===== config.mk =====
export PLATFORM = sky130hd
export DESIGN_NAME = hqc_rsdecod_roots
export DESIGN_NICKNAME = d
export VERILOG_FILES = /design/src/rtl/hqc_rsdecod_roots.sv
export SDC_FILE = /design/constraint.sdc
export NUM_CORES = 1
export LEC_CHECK = 0
export ABC_AREA = 0
export BUFFER_PORTS_ARGS = -buffer_cell sky130_fd_sc_hd__buf_2
export CORE_MARGIN = 8
export CORE_UTILIZATION = 53
export DETAILED_ROUTE_END_ITERATION = 12
export GPL_TIMING_DRIVEN = 0
export PLACE_DENSITY_LB_ADDON = 0.05
export SETUP_SLACK_MARGIN = 0.02
export SYNTH_ARGS = -nofsm -noshare
export SYNTH_HDL_FRONTEND = slang
export SYNTH_SLANG_ARGS = --single-unit

===== constraint.sdc =====
create_clock -name clk_i -period 2.86 [get_ports clk_i]
set_clock_uncertainty 0.1 [all_clocks]
set_input_delay 0.143 -clock clk_i [delete_from_list [all_inputs] [get_ports clk_i]]
set_output_delay 0.143 -clock clk_i [all_outputs]
set_load 0.1 [all_outputs]

===== src/rtl/hqc_rsdecod_roots.sv =====
// Chien-search root finder for the HQC Reed-Solomon decoder: evaluates sigma at alpha^-j for j=0..N1-1.
// Optional RSDEC_ROOT_FAIL_CHECK_EN adds the root-count vs. degree mismatch flag on fail_o.
module hqc_rsdecod_roots #(
  parameter int PARAM_SECURITY = 128,
  parameter int PARAM_DELTA    = (PARAM_SECURITY == 256) ? 29 : (PARAM_SECURITY == 192) ? 16 : 15,
  parameter int PARAM_N1       = (PARAM_SECURITY == 256) ? 90 : (PARAM_SECURITY == 192) ? 56 : 46,
  parameter int DIN_W          = 8 * (PARAM_DELTA + 1),
  parameter int DOUT_W         = PARAM_N1
) (
  input  logic              clk_i,
  input  logic              rst_ni,
  input  logic [DIN_W-1:0]  din_i,
  input  logic [7:0]        deg_sigma_i,
  input  logic              din_valid_i,
  output logic              busy_o,
  output logic [DOUT_W-1:0] dout_o,
  output logic              dout_valid_o,
  output logic [7:0]        err_cnt_o,
  output logic              fail_o
);

  localparam int NT = PARAM_DELTA + 1;

  function automatic logic [7:0] gf_xtime(input logic [7:0] a);
    return {a[6:0], 1'b0} ^ (a[7] ? 8'h1D : 8'h00);
  endfunction

  function automatic logic [7:0] gf_mul(input logic [7:0] a, input logic [7:0] b);
    logic [7:0] p;
    logic [7:0] x;
    p = 8'h00;
    x = a;
    for (int i = 0; i < 8; i++) begin
      if (b[i]) p = p ^ x;
      x = gf_xtime(x);
    end
    return p;
  endfunction

  function automatic logic [7:0] gf_alpha_pow(input int e);
    logic [7:0] r;
    r = 8'h01;
    for (int i = 0; i < e; i++) r = gf_xtime(r);
    return r;
  endfunction

  logic [NT-1:0][7:0] t;
  logic [NT-1:0][7:0] t_next;
  logic [7:0]         s;
  logic               hit;
  logic [6:0]         j;
  logic               last;
  logic               accept;
  logic               finish;
  logic [DOUT_W-1:0]  err_vec;
  logic [DOUT_W-1:0]  err_vec_next;
  logic [7:0]         cnt;
  logic [7:0]         cnt_next;

  // Term k advances by alpha^-k each cycle so that XOR of all terms walks sigma(alpha^-j).
  for (genvar k = 0; k < NT; k++) begin : g_term
    localparam logic [7:0] STEP = gf_alpha_pow((255 - k) % 255);
    assign t_next[k] = gf_mul(t[k], STEP);
  end

  always_comb begin
    s = 8'h00;
    for (int k = 0; k < NT; k++) s = s ^ t[k];
  end

  assign hit          = (s == 8'h00);
  assign last         = (j == 7'(PARAM_N1 - 1));
  assign accept       = din_valid_i & ~busy_o;
  assign finish       = busy_o & last;
  assign err_vec_next = err_vec | (hit ? (DOUT_W'(1) << j) : '0);
  assign cnt_next     = cnt + {7'd0, hit};

  always_ff @(posedge clk_i or negedge rst_ni) begin
    if (!rst_ni) begin
      t            <= '0;
      j            <= '0;
      err_vec      <= '0;
      cnt          <= '0;
      busy_o       <= 1'b0;
      dout_valid_o <= 1'b0;
      dout_o       <= '0;
      err_cnt_o    <= '0;
    end else begin
      dout_valid_o <= 1'b0;
      if (accept) begin
        t       <= din_i;
        j       <= '0;
        err_vec <= '0;
        cnt     <= '0;
        busy_o  <= 1'b1;
      end else if (busy_o) begin
        t       <= t_next;
        j       <= j + 7'd1;
        err_vec <= err_vec_next;
        cnt     <= cnt_next;
        if (last) begin
          busy_o       <= 1'b0;
          dout_valid_o <= 1'b1;
          dout_o       <= err_vec_next;
          err_cnt_o    <= cnt_next;
        end
      end
    end
  end

`ifdef RSDEC_ROOT_FAIL_CHECK_EN
  logic [7:0] deg;
  logic       fail_q;

  always_ff @(posedge clk_i or negedge rst_ni) begin
    if (!rst_ni) begin
      deg    <= '0;
      fail_q <= 1'b0;
    end else begin
      if (accept) deg <= deg_sigma_i;
      if (finish) fail_q <= (cnt_next != deg);
    end
  end

  assign fail_o = fail_q;
`else
  logic deg_unused;
  assign deg_unused = ^deg_sigma_i;
  assign fail_o     = 1'b0;
`endif

endmodule


==> results.yml <==
status:
  status: "complete, but fails checks"
  violations: "negative setup slack"
cts:
  tritoncts: "done"
  cts_max_path_buffers: 3
  clk_latency_ps: 550
  cts-buffers-inserted: 28
  cts_root_buf: "clkbuf_16"
  cts.htree.levels: 1
  clkTransAtPathRegs_ps: 60
  cts_sinks: 245
global_route:
  grt_overflow: 0
  grt_usage_pct: 27.7
  grt_max_degree: 109
  grt_pass1_vias: 12514
  antenna_found_initial: 1
  grt_pass1_wl_um: 68800
floorplanning:
  coreArea_mm2: 0.0258
  die_y_um: 177
  die_area_mm2: 0.0314
  row_count: 59
  start_util_pct: 53.5
  die_w_um: 177
  pin_count: 196
sta:
  worst_pin_slew_ps: 1060
  rsz0062_at_grt: "yes"
  hold_violations: 0
  maxSlewViolCount: 0
  fin_ws_ps: -102
  min_period_over_period_pct: 104
  relSlewSlack_pct: 29.2
  period_needed_ps: 2960
  setup_viol: 7
  fmax_ghz: 0.338
worst_setup_path:
  cp.required_ps: 3190
  setup.worst_path.end_class: "register"
  critPathMaxFanout: 3
  start_kind: "register"
  criticalPathCategory: "register to register"
  worstPathArrival_ps: 3300
detailed_routing:
  top_layer: "met4"
  viasPerCell: 5.39
  detail-route-antenna-nets: 0
  wl_met3_um: 2530
  wl_per_cell_um: 19.7
  drt_iter0_drc: 938
  routed_wl_um: 44000
  vias: 12024
  wl_met2_um: 21600
  drt-met1-wl_um: 18200
  route.detailed.drc: 0
  drt_pass1_iterations: 5
placed_design:
  dp_hpwl_um: 29400
  io_buffers: 185
  finalWeightedCongestion: 0.922
  pre_cts_slack_ps: -644
cells_and_area:
  final_nets: 2023
  area_growth_pct: 34.6
  finish.utilization_pct: 72.0
  fillCellCount: 1912
  drive_gt1_share_pct: 24.9
job:
  max_cap_viol_count: 0
yosys:
  netlist_instances: 1525
  async_flop_share_pct: 100
  ys_ff_latch: 245
  synth-main-ff-cell: "dfrtp_1"
  synth_area_mm2: 0.0138
  syn-num-nets: 1672
  synth_area_per_cell_um2: 9.04
  yosysUniqueCellTypes: 34
  yosysSeqAreaShare_pct: 44.5
  synth_edf_count: 0
  synth_warnings: 0
worst_hold_path:
  hp-class: "input pin to asynchronous set/reset pin"
registers in the layout, summed over array words and instances (netlist names):
register	cells
dout_o	46
busy_o	1
cnt	8
err_cnt_o	8
dout_valid_o	1
err_vec	46
j	7
t	128
cells by family (layout without fill, tap and decap cells):
group / count (synthesis) / after routing / share of synthesized area, %
multiplexers: 80 / 80 / 5.89
adder cells (fa/ha/maj): 8 / 8 / 0.726
buffers and inverters: 159 / 530 / 4.53
other: 1 / 2 / 0.0272
AO/OA/AOI/OAI: 221 / 221 / 9.71
flip-flops: 245 / 245 / 44.5
XOR/XNOR: 318 / 318 / 20.2
AND/OR/NAND/NOR: 493 / 493 / 14.4
metal layers:
layer	GRT usage, %	up-vias
met1	35.4	5854
li1	-	5650
met5	0	-
met2	47.1	415
met4	10.0	0
met3	3.99	105
per-stage QoR:
| step | TNS [ps] | hold WS, ps | instance area, um2 | instances |
|---|---|---|---|---|
| 2_1_floorplan | 0 | -253 | 13800 | 1525 |
| 6_report | -260 | 23.4 | 18500 | 2232 |
| 5_1_grt | -1690 | 73.6 | 18500 | 2232 |
| 4_1_cts | -131 | 28.7 | 18000 | 2204 |
| 3_5_place_dp | -19430 | -10.2 | 15200 | 2047 |
| 3_3_place_gp | -756100 | 277 | 15100 | 2045 |
worst max-delay path, cell delays in order (launching register included):
cell and delay (ps):
dfrtp_2 450, xnor2_2 170, xnor2_2 160, xnor2_2 260, xnor2_1 110, nor4_1 280, nand2_1 190, buf_6 170
inv_4 50, ha_4 110, and3_4 180, and3_4 220, nand3_4 80, xnor2_2 150, a22o_1 170
cell type report:
| cell class | instances | area [um2] | share of cell area (%) |
|---|---|---|---|
| antenna | 1 | 2.50 | 0.0135 |
| multi-input combinational | 1121 | 7670 | 41.4 |
| clock buffer | 36 | 792 | 4.27 |
| clock inverter | 14 | 229 | 1.23 |
| tap | 335 | 419 | 2.26 |
| buffer | 90 | 430 | 2.32 |
| timing repair buffer | 378 | 2750 | 14.8 |
| inverter | 12 | 47.5 | 0.256 |
| sequential | 245 | 6200 | 33.4 |
cells in the final DEF, fill, tap and decap left out, types with 14 or more instances in the layout:
cell / Yosys / layout
a211oi_1: 14 / 14
a21oi_1: 57 / 56
buf_2: 16 / 185
buf_4: 2 / 65
clkbuf_1: 117 / 56
clkbuf_16: 0 / 29
dfrtp_1: 245 / 189
dfrtp_2: 0 / 56
dlygate4sd3_1: 0 / 129
mux2i_1: 71 / 71
nand2_1: 308 / 308
nor2_1: 113 / 112
nor2b_1: 18 / 18
nor3_1: 26 / 26
o21ai_0: 77 / 75
o31ai_1: 46 / 46
xnor2_1: 253 / 187
xnor2_2: 0 / 62
xor2_1: 65 / 60
Yosys cell counts (all sizes together), types with 8 or more instances:
cell | instances | share of area [%]
nand2 | 308 | 8.4
inv | 12 | 0.33
mux2 | 9 | 0.74
o21ai | 83 | 3.0
nor2b | 18 | 0.82
o22ai | 10 | 0.45
xor2 | 65 | 4.1
dfrtp | 245 | 44
nor2 | 113 | 3.1
a211oi | 14 | 0.76
ha | 8 | 0.73
xnor2 | 253 | 16
a21oi | 57 | 2.1
buf | 30 | 1.0
nor3 | 26 | 0.94
o31ai | 46 | 2.5
clkbuf | 117 | 3.2
nand3 | 13 | 0.47
mux2i | 71 | 5.2
final timing paths:
path / from / end / slack [ps] / depth (start not counted)
min in group clk_i: din_valid_i / t[41] / 150 / 4
max: t[52] / cnt[7] / -100 / 14
max reg2reg: t[52] / cnt[7] / -100 / 14
min reg2reg: dout_o[30] / dout_o[30] / 370 / 2
max in group asynchronous: rst_ni / t[100] / 1710 / 3
min: rst_ni / err_cnt_o[6] / 20 / 2
what timing repair did:
| action | CTS | global route |
|---|---|---|
| hold buffers | 129 | 0 |
| setup endpoints to repair | 147 | 86 |
| cloned | 0 | 0 |
| endpoints found under the hold margin | 373 | 0 |
| buffers inserted | 30 | 32 |
| gates resized for setup | 107 | 81 |
| pin swaps | 47 | 36 |
Power is not shown: default switching activity piles up to over one toggle a cycle in this logic, so the estimate is an artifact.
